### config.mk
export PLATFORM = sky130hd
export DESIGN_NAME = seven_seg_scan_driver
export DESIGN_NICKNAME = d
export VERILOG_FILES = /design/src/rtl/seven_seg_pkg.sv /design/src/rtl/hex_to_seg.sv /design/src/rtl/seven_seg_scan_driver.sv
export SDC_FILE = /design/constraint.sdc
export NUM_CORES = 1
export LEC_CHECK = 0
export ABC_AREA = 1
export BUFFER_PORTS_ARGS = -buffer_cell sky130_fd_sc_hd__buf_4
export CAP_MARGIN = 20
export CORE_MARGIN = 5
export CORE_UTILIZATION = 63
export DETAILED_ROUTE_END_ITERATION = 12
export PLACE_DENSITY = 0.84
export SLEW_MARGIN = 20
export SYNTH_ARGS = -nofsm -noshare
export SYNTH_HDL_FRONTEND = slang
export SYNTH_SLANG_ARGS = --single-unit
### constraint.sdc
create_clock -name clk -period 5.75 [get_ports clk]
set_input_delay 0.8625 -clock clk [delete_from_list [all_inputs] [get_ports clk]]
set_output_delay 0.8625 -clock clk [all_outputs]
set_load 0.05 [all_outputs]
### src/rtl/seven_seg_pkg.sv
// Shared constants for the seven-segment scan driver: active-high a..g patterns and pin layout.
package seven_seg_pkg;

  localparam int unsigned SEG_W   = 7;
  localparam int unsigned PIN_W   = 8;
  localparam int unsigned NIB_W   = 4;

  localparam int unsigned SEG_A   = 0;
  localparam int unsigned SEG_B   = 1;
  localparam int unsigned SEG_C   = 2;
  localparam int unsigned SEG_D   = 3;
  localparam int unsigned SEG_E   = 4;
  localparam int unsigned SEG_F   = 5;
  localparam int unsigned SEG_G   = 6;
  localparam int unsigned SEG_DP  = 7;

  // Active-high patterns, bit order {g,f,e,d,c,b,a}
  localparam logic [SEG_W-1:0] SEG_OFF = 7'h00;
  localparam logic [SEG_W-1:0] SEG_0   = 7'h3F;
  localparam logic [SEG_W-1:0] SEG_1   = 7'h06;
  localparam logic [SEG_W-1:0] SEG_2   = 7'h5B;
  localparam logic [SEG_W-1:0] SEG_3   = 7'h4F;
  localparam logic [SEG_W-1:0] SEG_4   = 7'h66;
  localparam logic [SEG_W-1:0] SEG_5   = 7'h6D;
  localparam logic [SEG_W-1:0] SEG_6   = 7'h7D;
  localparam logic [SEG_W-1:0] SEG_7   = 7'h07;
  localparam logic [SEG_W-1:0] SEG_8   = 7'h7F;
  localparam logic [SEG_W-1:0] SEG_9   = 7'h6F;
  localparam logic [SEG_W-1:0] SEG_HA  = 7'h77;
  localparam logic [SEG_W-1:0] SEG_HB  = 7'h7C;
  localparam logic [SEG_W-1:0] SEG_HC  = 7'h39;
  localparam logic [SEG_W-1:0] SEG_HD  = 7'h5E;
  localparam logic [SEG_W-1:0] SEG_HE  = 7'h79;
  localparam logic [SEG_W-1:0] SEG_HF  = 7'h71;

endpackage

### src/rtl/hex_to_seg.sv
// Combinational hex nibble to active-high a..g segment pattern.
module hex_to_seg
  import seven_seg_pkg::*;
(
  input  logic [NIB_W-1:0] nibble,
  output logic [SEG_W-1:0] seg_c
);

  always_comb begin
    seg_c = SEG_OFF;
    case (nibble)
      4'h0: seg_c = SEG_0;
      4'h1: seg_c = SEG_1;
      4'h2: seg_c = SEG_2;
      4'h3: seg_c = SEG_3;
      4'h4: seg_c = SEG_4;
      4'h5: seg_c = SEG_5;
      4'h6: seg_c = SEG_6;
      4'h7: seg_c = SEG_7;
      4'h8: seg_c = SEG_8;
      4'h9: seg_c = SEG_9;
      4'hA: seg_c = SEG_HA;
      4'hB: seg_c = SEG_HB;
      4'hC: seg_c = SEG_HC;
      4'hD: seg_c = SEG_HD;
      4'hE: seg_c = SEG_HE;
      4'hF: seg_c = SEG_HF;
      default: seg_c = SEG_OFF;
    endcase
  end

endmodule

### src/rtl/seven_seg_scan_driver.sv
// Multiplexed N-digit seven-segment scanner with frame-synchronous valid/ready load,
// leading-zero blanking, per-digit blink and decimal points. Requires DIV_BITS>=1, BLINK_BITS>=1.
module seven_seg_scan_driver
  import seven_seg_pkg::*;
#(
  parameter int unsigned N_DIGITS   = 4,
  parameter int unsigned DIV_BITS   = 16,
  parameter int unsigned BLINK_BITS = 6,
  parameter bit          ACTIVE_LOW = 1'b1
) (
  input  logic                      clk,
  input  logic                      rst,
  input  logic [4*N_DIGITS-1:0]     data_in,
  input  logic [N_DIGITS-1:0]       dp_in,
  input  logic [N_DIGITS-1:0]       blink_mask,
  input  logic                      blank_lz,
  input  logic                      load_valid,
  output logic                      load_ready,
  output logic [N_DIGITS-1:0]       anode,
  output logic [PIN_W-1:0]          sevenSeg,
  output logic                      frame_tick
);

  localparam int unsigned DATA_W = NIB_W * N_DIGITS;
  localparam int unsigned IDX_W  = (N_DIGITS > 1) ? $clog2(N_DIGITS) : 1;
  localparam logic [IDX_W-1:0]    LAST_IDX  = IDX_W'(N_DIGITS - 1);
  localparam logic [N_DIGITS-1:0] ANODE_OFF = {N_DIGITS{ACTIVE_LOW}};
  localparam logic [PIN_W-1:0]    PINS_OFF  = {PIN_W{ACTIVE_LOW}};

  logic [DIV_BITS-1:0]   pre_q;
  logic [DIV_BITS-1:0]   pre_nxt_c;
  logic [IDX_W-1:0]      idx_q;
  logic [IDX_W-1:0]      idx_nxt_c;
  logic [BLINK_BITS-1:0] blink_q;

  logic [DATA_W-1:0]     disp_data_q;
  logic [N_DIGITS-1:0]   disp_dp_q;
  logic [N_DIGITS-1:0]   disp_blink_q;
  logic                  disp_lz_q;
  logic [DATA_W-1:0]     pend_data_q;
  logic [N_DIGITS-1:0]   pend_dp_q;
  logic [N_DIGITS-1:0]   pend_blink_q;
  logic                  pend_lz_q;
  logic                  pend_full_q;

  logic                  term_c;
  logic                  bnd_c;
  logic                  tick_nxt_c;
  logic                  hs_c;
  logic                  pend_full_nxt_c;

  logic [NIB_W-1:0]      nib_c;
  logic [SEG_W-1:0]      seg_c;
  logic [N_DIGITS-1:0]   lz_dark_c;
  logic [N_DIGITS-1:0]   sel_c;
  logic                  zero_run_c;
  logic                  dark_c;
  logic [PIN_W-1:0]      pins_on_c;

  // Scan timing; frame_tick is registered one cycle ahead so it lines up with the boundary cycle
  always_comb begin
    term_c    = &pre_q;
    bnd_c     = term_c && (idx_q == LAST_IDX);
    pre_nxt_c = pre_q + DIV_BITS'(1);
    idx_nxt_c = idx_q;
    if (term_c) begin
      idx_nxt_c = (idx_q == LAST_IDX) ? '0 : idx_q + IDX_W'(1);
    end
    tick_nxt_c = (&pre_nxt_c) && (idx_nxt_c == LAST_IDX);
  end

  // Load handshake: pending reg fills any time, drains into display only on a frame boundary
  always_comb begin
    hs_c            = load_valid && load_ready;
    pend_full_nxt_c = pend_full_q;
    if (bnd_c && pend_full_q) begin
      pend_full_nxt_c = 1'b0;
    end else if (hs_c) begin
      pend_full_nxt_c = 1'b1;
    end
  end

  // Leading-zero run from the most significant digit down; digit 0 is never blanked
  always_comb begin
    lz_dark_c  = '0;
    zero_run_c = disp_lz_q;
    for (int i = int'(N_DIGITS) - 1; i > 0; i--) begin
      zero_run_c   = zero_run_c && (disp_data_q[NIB_W*i +: NIB_W] == 4'h0);
      lz_dark_c[i] = zero_run_c;
    end
  end

  always_comb begin
    nib_c     = disp_data_q[{idx_q, 2'b00} +: NIB_W];
    sel_c     = N_DIGITS'(1) << idx_q;
    pins_on_c = {disp_dp_q[idx_q], seg_c};
    // First cycle of each dwell is dark to suppress ghosting across the anode switch
    dark_c    = (pre_q == '0) || lz_dark_c[idx_q] ||
                (blink_q[BLINK_BITS-1] && disp_blink_q[idx_q]);
  end

  hex_to_seg u_dec (
    .nibble (nib_c),
    .seg_c  (seg_c)
  );

  always_ff @(posedge clk or negedge rst) begin
    if (!rst) begin
      pre_q        <= '0;
      idx_q        <= '0;
      blink_q      <= '0;
      disp_data_q  <= '0;
      disp_dp_q    <= '0;
      disp_blink_q <= '0;
      disp_lz_q    <= 1'b0;
      pend_data_q  <= '0;
      pend_dp_q    <= '0;
      pend_blink_q <= '0;
      pend_lz_q    <= 1'b0;
      pend_full_q  <= 1'b0;
      load_ready   <= 1'b1;
      frame_tick   <= 1'b0;
      anode        <= ANODE_OFF;
      sevenSeg     <= PINS_OFF;
    end else begin
      pre_q       <= pre_nxt_c;
      idx_q       <= idx_nxt_c;
      frame_tick  <= tick_nxt_c;
      pend_full_q <= pend_full_nxt_c;
      load_ready  <= !pend_full_nxt_c;
      if (bnd_c) begin
        blink_q <= blink_q + BLINK_BITS'(1);
      end
      if (bnd_c && pend_full_q) begin
        disp_data_q  <= pend_data_q;
        disp_dp_q    <= pend_dp_q;
        disp_blink_q <= pend_blink_q;
        disp_lz_q    <= pend_lz_q;
      end else if (hs_c) begin
        pend_data_q  <= data_in;
        pend_dp_q    <= dp_in;
        pend_blink_q <= blink_mask;
        pend_lz_q    <= blank_lz;
      end
      // XOR with the off level maps active-high selections onto the pin polarity
      if (dark_c) begin
        anode    <= ANODE_OFF;
        sevenSeg <= PINS_OFF;
      end else begin
        anode    <= sel_c ^ ANODE_OFF;
        sevenSeg <= pins_on_c ^ PINS_OFF;
      end
    end
  end

endmodule

Word-level counts from Yosys, hierarchy flattened. Memory sizes are Yosys's and may differ from the RTL's. Index checks and enable logic that the tools add are counted.

Output and inout port bits: 14. Word-level logic and storage cells: 58. Flip-flop bits (word level): 89. ROM bits: 112. Memories kept: 1. Bits of input ports: 28.

Memory list: (name not given) (words 16, bits a word 7, read ports 1, clocked after memory_dff 0, wr ports 0, line hex_to_seg.sv:11) `case (nibble)`.

$add $sub $neg: 3. Shift-type cells: 2. Bitwise gates (word level): 3. Equal/unequal tests: 2. Muxes and demuxes: 12. Reductions and logical operators: 18. Order comparisons: 1.

Operators with widths (count): $reduce_and A16 Y1 (2); $add A16 B1 Y16 const B (1); $logic_not A16 Y1 (1); $shiftx A16 B5 Y4 (1); $logic_not A4 Y1 (3); $logic_and A1 B1 Y1 (8); $mux W8 (1); $not A8 Y8 (1); $add A6 B1 Y6 const B (1); $bmux W1 S2 (3); $mux W1 (5); $eq A2 B2 Y1 const B (2); $mux W2 (2); $mux W4 (1); $not A4 Y4 (1); $shl A1 B2 Y4 const A (1); $lt A2 B3 Y1 const B (1); $add A2 B1 Y2 const B (1); $logic_or A1 B1 Y1 (2); $reduce_and A2 Y1 (1); $logic_not A1 Y1 (1); $not A1 Y1 (1).

Logic depth before layout (Yosys ltp). Gate-level depths: netlist (run 1).

Depth in word-level cells: 9. Depth in mapped cells: 12. Depth with buffers taken out: 11.

Cells and area by module. From an unflattened synthesis (run 1), not the netlist that was laid out.

Cells, all modules: 519. Area, all modules: 4301.6 µm².

Modules (own cells, without submodules): seven_seg_scan_driver (instances 1, cells each 467, area an instance 4031.4 µm²); hex_to_seg (instances 1, cells each 52, area an instance 270.3 µm²).

Least setup slack after synthesis (run 1). OpenSTA, ideal clock, no wires.

Kind: reg-to-reg. Start point: reg idx_q[0]. End point: reg sevenSeg[6]. Arrival time: 1996 ps. Cell stages (with the launch flop): 12. Library setup time: 87 ps. Clock period less this slack: 2083 ps. Setup slack: 3667 ps. Path through: dfrtp_1 inv_2 buf_2 nor2_1 nor2_1 a21boi_0 inv_1 ha_1 o21ai_0 inv_1 o21ai_0 nand3_1.

Longest elaborated chain between the ends: 5. Elaborated cells on any way between the ends: 11. Those cells by class: shift (1); mux (5); bitwise (1); reduce/logical (3); memory (1).

RTL lines: start, declared (line seven_seg_scan_driver.sv:32) `logic [IDX_W-1:0] idx_q;`; start signal, assigned (line seven_seg_scan_driver.sv:127) `idx_q <= idx_nxt_c;`; branches (longest 4 deep; another with $mem_v2 Z16 W7); $mux W8 (*) (line seven_seg_scan_driver.sv:146) `if (dark_c) begin`; end signal, assigned (line seven_seg_scan_driver.sv:151) `sevenSeg <= pins_on_c ^ PINS_OFF;`; end, declared (line seven_seg_scan_driver.sv:20) `output logic [PIN_W-1:0] sevenSeg,`.

Mark *: on every way between the ends. The select of a mux whose other input is x is not followed. A chain may end at the register's enable or synchronous reset.

Worst setup path after layout (run 1).
Start point: reg pre_q[1]. End point: reg pend_blink_q[3].

Longest elaborated chain between the ends: 5.

RTL lines: start, declared (line seven_seg_scan_driver.sv:30) `logic [DIV_BITS-1:0] pre_q;`; start signal, assigned (line seven_seg_scan_driver.sv:126) `pre_q <= pre_nxt_c;`; $reduce_and A16 Y1 (line seven_seg_scan_driver.sv:62) `term_c = &pre_q;`; $logic_and A1 B1 Y1 (line seven_seg_scan_driver.sv:63) `bnd_c = term_c && (idx_q == LAST_IDX);`; $logic_and A1 B1 Y1 (line seven_seg_scan_driver.sv:134) `if (bnd_c && pend_full_q) begin`; $not A1 Y1 (no source line); $reduce_and A2 Y1 (no source line); end signal, assigned (line seven_seg_scan_driver.sv:142) `pend_blink_q <= blink_mask;`; end, declared (line seven_seg_scan_driver.sv:42) `logic [N_DIGITS-1:0] pend_blink_q;`.

No other way between the ends.

==> impl_metrics.json, run 1 <==
{
  "status": "complete, no violations",
  "clkTransAtPathRegs_ns": 0.09,
  "worst_path_max_delay_cell": "nor2_4",
  "viasPerCell": 5.50,
  "period_share_pct": 49.2,
  "synth_edf_count": 0,
  "max_freq_mhz": 353,
  "dr.pass1.iters": 5,
  "pin_count": 42,
  "rsz0062_at_grt": "false",
  "antenna_cells": 0,
  "crit_arrival_ns": 3.13,
  "htreeDepth": 3,
  "fp.dieArea_mm2": 0.00867,
  "cell_internal_pwr_mw": 1.01,
  "portBuffers": 41,
  "p_leak_nw": 2.51,
  "place_hpwl_um": 6150,
  "die_w_um": 93.1,
  "root_buffer": "clkbuf_8",
  "hold_violations": 0,
  "grt_overflow_total": 0,
  "antenna_found_initial": 0,
  "syn_inst": 527,
  "synth_cell_type_count": 32,
  "hold_class": "input port to async pin",
  "synth_fp_nets": 569,
  "cts.sinks": 89,
  "vias": 3551,
  "swShare_pct": 24.1,
  "power_switching_uw": 323,
  "synth-seq-area-share_pct": 51.6,
  "yosys.area.top_type": "dfrtp_1",
  "grt_pass1_wl_um": 15500,
  "slew_viol_final": 0,
  "start_util_pct": 64.4,
  "synth-async-reset-ratio_pct": 100,
  "first_global_vias": 3496,
  "cts-resized-gates": 0,
  "ir_drop_uv": 193,
  "power_density_mw_per_mm2": 274,
  "seqPwrFrac_pct": 54.3,
  "cts_tree": "built",
  "yosysTopAreaCellShare_pct": 43.7,
  "critPathRequiredTime_ns": 6.05,
  "cts_buffers": 9,
  "hold_ws_ns": 0.392,
  "place.gp.congestion": 0.873,
  "num_rows": 30,
  "setup_ws_ns": 2.92,
  "clockBufferDepth": 2,
  "die_h_um": 93.1,
  "p_total_mw": 1.34,
  "setup_violations": 0,
  "worst_slew_pin_slew_ns": 0.886,
  "critPathCaptureType": "flop",
  "mappedNetlistArea_mm2": 0.00435,
  "drcViolationCount": 0,
  "drt-total-wl_um": 8810,
  "ant_nets": 0,
  "final_cell_mix": "193 x nand2_1, 78 x nand3_1, 76 x dfrtp_1, 42 x buf_4, 39 x nor2_1",
  "ys_top_cells_by_area": "dfrtp_1 44%, nand2_1 17%, nand3_1 9.0%, dfstp_2 7.9%, ha_1 4.0%",
  "fin_tns_setup_ns": 0,
  "post_drt_wl_per_cell_um": 13.6,
  "finish.net_count": 603,
  "grt_max_degree": 64,
  "p_clk_share_pct": 39.1,
  "drv_cap": 0,
  "holdBufCountCts": 0,
  "dp_cells": 630,
  "area_delta_synth_final_pct": 12.0,
  "postSynthAreaPerCell_um2": 8.26,
  "drive_gt1_share_pct": 15.7,
  "grt_util_all_layers_pct": 22.3,
  "cp_common_cell": "nand2_2",
  "slew_headroom_pct": 41.0,
  "start_kind": "flop",
  "yosys_warnings": 0,
  "ys_seq_elements": 89,
  "final_common_cell": "nand2_1",
  "fin_cells": 646,
  "path_cells": "ha_1 > nand2_2 > nor2_2 > nand2_2 > nor2_4 > nand2_2 > nor2_4 > nand2_4 > nand2_8 > nand2_1 > nand2_1",
  "fin_area_mm2": 0.00487,
  "final_util_pct": 72.1,
  "core_mm2": 0.00676,
  "post_cts_buffers": 0,
  "fill_cells": 505,
  "clock_latency_ns": 0.36,
  "crit_fanout": 53,
  "min_period_ns": 2.83,
  "path_class": "flop to flop",
  "finClkSkew_ns": 0.0130,
  "synthFlopType": "dfrtp_1",
  "dpl_cell_area_mm2": 0.00462,
  "max_stage_delay_ns": 0.53,
  "drt_iter0_markers": 247,
  "place_ws_ns": 2.99,
  "p_comb_share_pct": 6.6
}
logic make-up (layout without fill, tap and decap cells):
| group | count (synthesis) | after routing | synth area share (%) |
|---|---|---|---|
| flip-flops | 89 | 89 | 51.6 |
| AND/OR/NAND/NOR | 340 | 340 | 34.1 |
| XOR/XNOR | 5 | 5 | 1.01 |
| buffers and inverters | 58 | 97 | 6.61 |
| adder cells (fa/ha/maj) | 14 | 14 | 4.03 |
| AO/OA/AOI/OAI | 21 | 21 | 2.73 |
worst paths after layout:
kind,end,depth (start not counted),slack (ns),from
worst max-delay path,pend_blink_q[3],11,2.92,pre_q[1]
worst min-delay path,pre_q[5],1,0.39,rst
worst max register to register,pend_blink_q[3],11,2.92,pre_q[1]
worst min register to register,disp_data_q[2],2,0.48,disp_data_q[2]
max in group asynchronous,disp_dp_q[3],2,4.29,rst
min in group clk,disp_data_q[2],2,0.48,disp_data_q[2]
final cells by class:
class                           instances  area (um2)  share of cell area [%]
Clock buffer                            9         124                    2.54
Timing Repair Buffer                   42         315                    6.47
Clock inverter                          7         125                    2.57
Sequential cell                        89        2240                    46.0
Tap cell                               80         100                    2.05
Inverter                               39         146                    3.00
Multi-Input combinational cell        380        1820                    37.3
Yosys cell counts, types with 2 or more instances:
cell type,instances
nand2_1,193
nand3_1,78
dfrtp_1,76
nor2_1,39
inv_1,34
ha_1,14
dfstp_2,13
o21ai_0,13
buf_2,8
nand4_1,8
nand2_2,6
nor3_1,6
buf_6,5
clkbuf_1,4
inv_2,3
nor2_4,3
xnor2_1,3
buf_8,2
clkinv_1,2
nand3b_1,2
nor2_2,2
o21ai_1,2
xor2_1,2
registers in the layout, summed over array words and instances, names as in the netlist, 2 cells and up:
| register | flops |
|---|---|
| disp_blink_q | 4 |
| pend_dp_q | 4 |
| pre_q | 16 |
| pend_blink_q | 4 |
| anode | 4 |
| blink_q | 6 |
| sevenSeg | 8 |
| pend_data_q | 16 |
| disp_data_q | 16 |
| idx_q | 2 |
| disp_dp_q | 4 |
routing by layer:
metal | GRT usage [%] | vias to the layer above | part of all wire, %
met5 | 0 | - | 0
met4 | 11.5 | 0 | 3.2
met3 | 4.18 | 36 | 5.2
met2 | 34.9 | 128 | 45
met1 | 29.7 | 1640 | 47
li1 | - | 1747 | -
critical path, delay by kind of cell (launching register included):
family / cells / cell delay, ns
fa+ha+maj: 1 / 0.24
flops: 1 / 0.43
simple gates: 10 / 2.08
power groups by stage:
stage / logic [mW] / registers (mW) / clock network, mW
after floorplan: 0.0564 / 0.722 / 0
after global placement: 0.0820 / 0.736 / 0
after detailed placement: 0.0901 / 0.737 / 0
after CTS: 0.0912 / 0.725 / 0.525
after global routing: 0.107 / 0.733 / 0.552
final: 0.0887 / 0.726 / 0.523
No activity file was read; power rests on OpenSTA's default activity.
==> run 2, diff against run 1 <==
ABC_AREA = 0   (was 1)
CORE_UTILIZATION = 59   (was 63)
PLACE_DENSITY = 0.8   (was 0.84)
clock period = 2.73 ns   (was 5.75 ns; I/O delays follow)
==> impl_metrics.json, run 2 <==
{
  "swShare_pct": 21.1,
  "power_density_mw_per_mm2": 491,
  "vias": 2565,
  "status": "complete, no violations",
  "ys_seq_elements": 89,
  "yosys_warnings": 0,
  "start_util_pct": 59.4,
  "antenna_found_initial": 0,
  "viasPerCell": 5.63,
  "crit_arrival_ns": 2.45,
  "syn_inst": 310,
  "cp-startpoint": "pre_q[1]",
  "clkTransAtPathRegs_ns": 0.09,
  "fp.dieArea_mm2": 0.00898,
  "hold_violations": 0,
  "seqPwrFrac_pct": 55.6,
  "final_common_cell": "dfrtp_1",
  "post_cts_buffers": 0,
  "top_regs": "disp_data_q x16, pend_data_q x16, pre_q x16",
  "drt_iter0_markers": 149,
  "drcViolationCount": 0,
  "fin_tns_setup_ns": 0,
  "synthTopCellsByCount": "76 x dfrtp_1, 36 x mux2_2, 26 x nand2_1",
  "finish.net_count": 394,
  "area_delta_synth_final_pct": 13.9,
  "clockBufferDepth": 2,
  "final_cell_mix": "76 x dfrtp_1, 45 x buf_4, 36 x mux2_2, 26 x nand2_1, 19 x mux2_4",
  "drt-total-wl_um": 7490,
  "worst_slew_pin_slew_ns": 0.519,
  "ir_drop_uv": 335,
  "r2r_cells": 6,
  "synth-async-reset-ratio_pct": 100,
  "power_switching_uw": 501,
  "critPathCaptureType": "flop",
  "post_drt_wl_per_cell_um": 16.4,
  "path_class": "flop to flop",
  "place_ws_ns": 0.537,
  "pin_count": 42,
  "cts_tree": "built",
  "mappedNetlistArea_mm2": 0.00424,
  "first_global_vias": 2697,
  "p_comb_share_pct": 2.4,
  "portBuffers": 41,
  "cell_internal_pwr_mw": 1.87,
  "period_share_pct": 80.8,
  "slew_viol_final": 0,
  "place.gp.congestion": 0.947,
  "grt_overflow_total": 0,
  "core_mm2": 0.00714,
  "root_buffer": "clkbuf_8",
  "hold_class": "input port to async pin",
  "cts_buffers": 9,
  "holdBufCountCts": 0,
  "setup_ws_ns": 0.525,
  "synth_cell_type_count": 51,
  "synth_fp_nets": 352,
  "p_clk_share_pct": 42.0,
  "drv_cap": 0,
  "rr_startpoint": "pre_q[1]",
  "min_period_ns": 2.21,
  "hold_ws_ns": 0.0189,
  "cts.sinks": 89,
  "ant_nets": 0,
  "yosys.area.top_type": "dfrtp_1",
  "num_rows": 31,
  "clock_latency_ns": 0.36,
  "synth_edf_count": 0,
  "drive_gt1_share_pct": 40.6,
  "cts-resized-gates": 0,
  "start_kind": "flop",
  "ys_top_cells_by_area": "dfrtp_1 45%, mux2_2 9.6%, dfstp_2 8.1%, mux2_4 6.7%, ha_1 4.1%",
  "yosysTopAreaCellShare_pct": 44.9,
  "rsz0062_at_grt": "false",
  "finClkSkew_ns": 0.0104,
  "critPathRequiredTime_ns": 2.98,
  "die_w_um": 94.8,
  "grt_max_degree": 49,
  "worstReg2RegEnd": "pend_data_q[5]",
  "place_hpwl_um": 5420,
  "dr.pass1.iters": 4,
  "rrSetupSlack_ns": 0.52,
  "p_leak_nw": 2.30,
  "htreeDepth": 3,
  "antenna_cells": 0,
  "die_h_um": 94.8,
  "crit_fanout": 27,
  "synth.most_common_cell": "dfrtp_1",
  "max_freq_mhz": 453,
  "grt_util_all_layers_pct": 19.1,
  "synthFlopType": "dfrtp_1",
  "setup_violations": 0,
  "grt_pass1_wl_um": 13200,
  "postSynthAreaPerCell_um2": 13.7,
  "synth-seq-area-share_pct": 52.9,
  "crit_end": "pend_data_q[5]",
  "slew_headroom_pct": 65.4
}
[run 2: cell count changes in the layout (fill, tap and decap cells not counted), sizes merged, moves of 6 or more]
cell / before / now
inv: 39 / 12
nand2: 201 / 27
mux4: 0 / 6
nand3: 78 / 7
nor2: 44 / 5
mux2: 0 / 55
nor4: 0 / 8
o21ai: 15 / 4
xnor2: 3 / 16
[run 2: final cells by class]
type	count	area, um2
clock buffer	9	124
clock inverter	7	101
fill	545	2310
inverter	9	33.8
multi-input combinational	197	1840
sequential	89	2240
tap	99	124
timing repair buffer	46	358
[run 2: routing by layer]
metal / GRT usage (%) / part of all wire (%) / up-vias
li1: - / - / 1206
met1: 25.5 / 44 / 1285
met2: 30.5 / 49 / 63
met3: 4.86 / 5.1 / 11
met4: 6.49 / 1.4 / 0
met5: 0 / 0 / -
[run 2: cell families after synthesis]
kind of cell             count (synthesis)  share of synthesized area (%)
adder cells (fa/ha/maj)                 14                           4.13
multiplexers                            61                           19.5
XOR/XNOR                                19                           3.93
flip-flops                              89                           52.9
AO/OA/AOI/OAI                           22                           3.63
buffers and inverters                   24                           3.60
AND/OR/NAND/NOR                         81                           12.3
[run 2: through the flow]
stage	util, %	cell area (um2)	std cells	power, mW
floorplan	-	4240	310	1.34
global placement	64.5	4600	440	1.40
detailed placement	64.5	4600	440	1.40
CTS	67.6	4830	456	2.40
global route	67.6	4830	456	2.47
finish	67.6	4830	456	2.37
[run 2: worst max-delay path, cell delays in order, from the launching register on]
cell and delay, ns:
dfrtp_1 0.40, ha_1 0.34, and3_1 0.25, and4_4 0.26
nand2_4 0.06, nand3_4 0.38, mux2_2 0.39
[run 2: how the worst min path moves through the flow]
stage | from | end | slack, ns
floorplan | rst | blink_q[0] | 0.11
global placement | rst | pre_q[11] | 0.42
detailed placement | rst | pre_q[11] | 0.42
CTS | rst | pre_q[11] | 0.03
global route | rst | pre_q[11] | 0.04
finish | rst | pre_q[11] | 0.02
[run 2: power groups by stage]
stage / sequential [mW] / clock [mW] / combinational, mW
5_1_grt: 1.32 / 1.09 / 0.0662
3_5_place_dp: 1.34 / 0 / 0.0601
2_1_floorplan: 1.34 / 0 / 0.000795
3_3_place_gp: 1.34 / 0 / 0.0582
4_1_cts: 1.32 / 1.03 / 0.0599
6_report: 1.32 / 0.996 / 0.0574
==> run 3, diff against run 2 <==
ABC_AREA = 1   (was 0)
CORE_UTILIZATION = 53   (was 59)
PLACE_DENSITY = 0.75   (was 0.8)
clock period = 1.85 ns   (was 2.73 ns; I/O delays follow)
==> impl_metrics.json, run 3 (same netlist as run 1, synthesis figures left out) <==
{
  "status": "complete, no violations",
  "final_util_pct": 65.6,
  "top_regs": "disp_data_q x16, pend_data_q x16, pre_q x16",
  "area_delta_synth_final_pct": 22.0,
  "grt_max_degree": 39,
  "drv_cap": 0,
  "antenna_found_initial": 0,
  "vias": 3709,
  "period_share_pct": 97.5,
  "setup_violations": 0,
  "drt-total-wl_um": 9910,
  "fin_tns_setup_ns": 0,
  "p_leak_nw": 2.73,
  "finish.net_count": 634,
  "clkTransAtPathRegs_ns": 0.10,
  "path_cells": "ha_4 > nand2_4 > nor2_4 > nand2_4 > nor2_4 > nand2_4 > nor2_4 > nand2_4 > buf_12 > nand2_8 > nand2_2 > nand2_1",
  "place.gp.congestion": 0.888,
  "final_common_cell": "nand2_1",
  "cts_tree": "built",
  "core_mm2": 0.00809,
  "max_freq_mhz": 555,
  "dr_wl_met2_um": 4780,
  "root_buffer": "clkbuf_8",
  "min_period_ns": 1.80,
  "dr.pass1.iters": 6,
  "start_util_pct": 53.8,
  "clock_latency_ns": 0.36,
  "power_density_mw_per_mm2": 750,
  "start_kind": "flop",
  "wl_met3_um": 449,
  "grt_pass1_wl_um": 16600,
  "cts.sinks": 89,
  "p_total_mw": 3.98,
  "crit_family": "simple AND/OR/NAND/NOR gates",
  "grt_overflow_total": 0,
  "die_h_um": 101,
  "rsz0062_at_grt": "true",
  "fill_cells": 650,
  "viasPerCell": 5.28,
  "ir_drop_uv": 549,
  "clockBufferDepth": 2,
  "max_stage_delay_ns": 0.42,
  "hold_class": "input port to flop",
  "place_hpwl_um": 6500,
  "first_global_vias": 3618,
  "grt_util_all_layers_pct": 20.1,
  "drt_iter0_markers": 230,
  "final_cell_mix": "186 x nand2_1, 77 x nand3_1, 74 x dfrtp_1, 62 x buf_4, 38 x nor2_1",
  "worst_path_max_delay_cell": "dfrtp_1",
  "die_w_um": 101,
  "slew_viol_final": 0,
  "htreeDepth": 3,
  "crit_fanout": 8,
  "critPathRequiredTime_ns": 2.15,
  "cts_buffers": 9,
  "finClkSkew_ns": 0.0118,
  "drive_gt1_share_pct": 22.6,
  "ant_nets": 0,
  "critPathBufInv": 1,
  "worst_slew_pin_slew_ns": 0.454,
  "portBuffers": 41,
  "hold_violations": 0,
  "drcViolationCount": 0,
  "top_layer_used": "met4",
  "cp_common_cell": "nand2_4",
  "fp.dieArea_mm2": 0.0101,
  "antenna_cells": 0,
  "wl_met1_um": 4520,
  "num_rows": 33,
  "path_class": "flop to flop",
  "post_drt_wl_per_cell_um": 14.1,
  "crit_arrival_ns": 2.11,
  "pin_count": 42,
  "slew_headroom_pct": 69.7,
  "critPathCaptureType": "flop"
}
==> run 3: worst paths after layout <==
kind | start | end | slack [ns] | cells past startpoint
setup / recovery | pre_q[0] | pend_dp_q[1] | 0.05 | 12
hold / removal | data_in[14] | pend_data_q[14] | 0.14 | 3
setup reg to reg | pre_q[0] | pend_dp_q[1] | 0.05 | 12
hold reg to reg | disp_lz_q | disp_lz_q | 0.48 | 2
max in group asynchronous | rst | sevenSeg[7] | 0.76 | 3
min in group asynchronous | rst | pend_data_q[11] | 0.41 | 2
==> run 3: per-stage QoR <==
step	std cells	setup WS [ns]	hold WS, ns	cell area, um2
floorplan	527	0.0300	-0.0181	4350
global placement	675	0.0570	0.255	4860
detailed placement	675	-0.0215	0.258	4860
CTS	693	0.00656	0.122	5100
global route	702	-0.0535	0.133	5310
finish	702	0.0469	0.136	5310
==> run 3: where the power goes <==
part / total (mW) / internal (mW) / switching, mW
logic: 0.336 / 0.144 / 0.191
registers: 2.25 / 2.13 / 0.124
clock network: 1.39 / 0.650 / 0.739
==> run 3: layout make-up <==
cell class                      instances  area (um2)  share of cell area, %
Sequential cell                        89        2250                   42.3
Multi-Input combinational cell        383        1950                   36.7
Timing Repair Buffer                   70         626                   11.8
Inverter                               39         146                   2.76
Tap cell                              105         131                   2.48
Clock buffer                            9         124                   2.33
Clock inverter                          7        85.1                   1.60
==> run 3: per-layer routing <==
layer	vias to the layer above	GRT usage, %
li1	1811	-
met1	1769	27.1
met2	112	32.8
met3	17	3.25
met4	0	7.15
met5	-	0
==> run 3: timing repair <==
action                                  in CTS  in global routing
endpoints found under the setup margin      10                 46
gates resized for setup                      3                 26
pin swaps                                    1                  5
hold buffers                                 1                  0
gates cloned                                 1                  4
hold endpoints to repair                    31                  0
setup buffers                                0                  5
==> run 3: worst register-to-register path, cell delays in order, from the launching register on <==
cell and delay, ns:
dfrtp_1 0.42, ha_4 0.18, nand2_4 0.06, nor2_4 0.12
nand2_4 0.07, nor2_4 0.12, nand2_4 0.07, nor2_4 0.17
nand2_4 0.12, buf_12 0.18, nand2_8 0.11, nand2_2 0.06
nand2_1 0.06
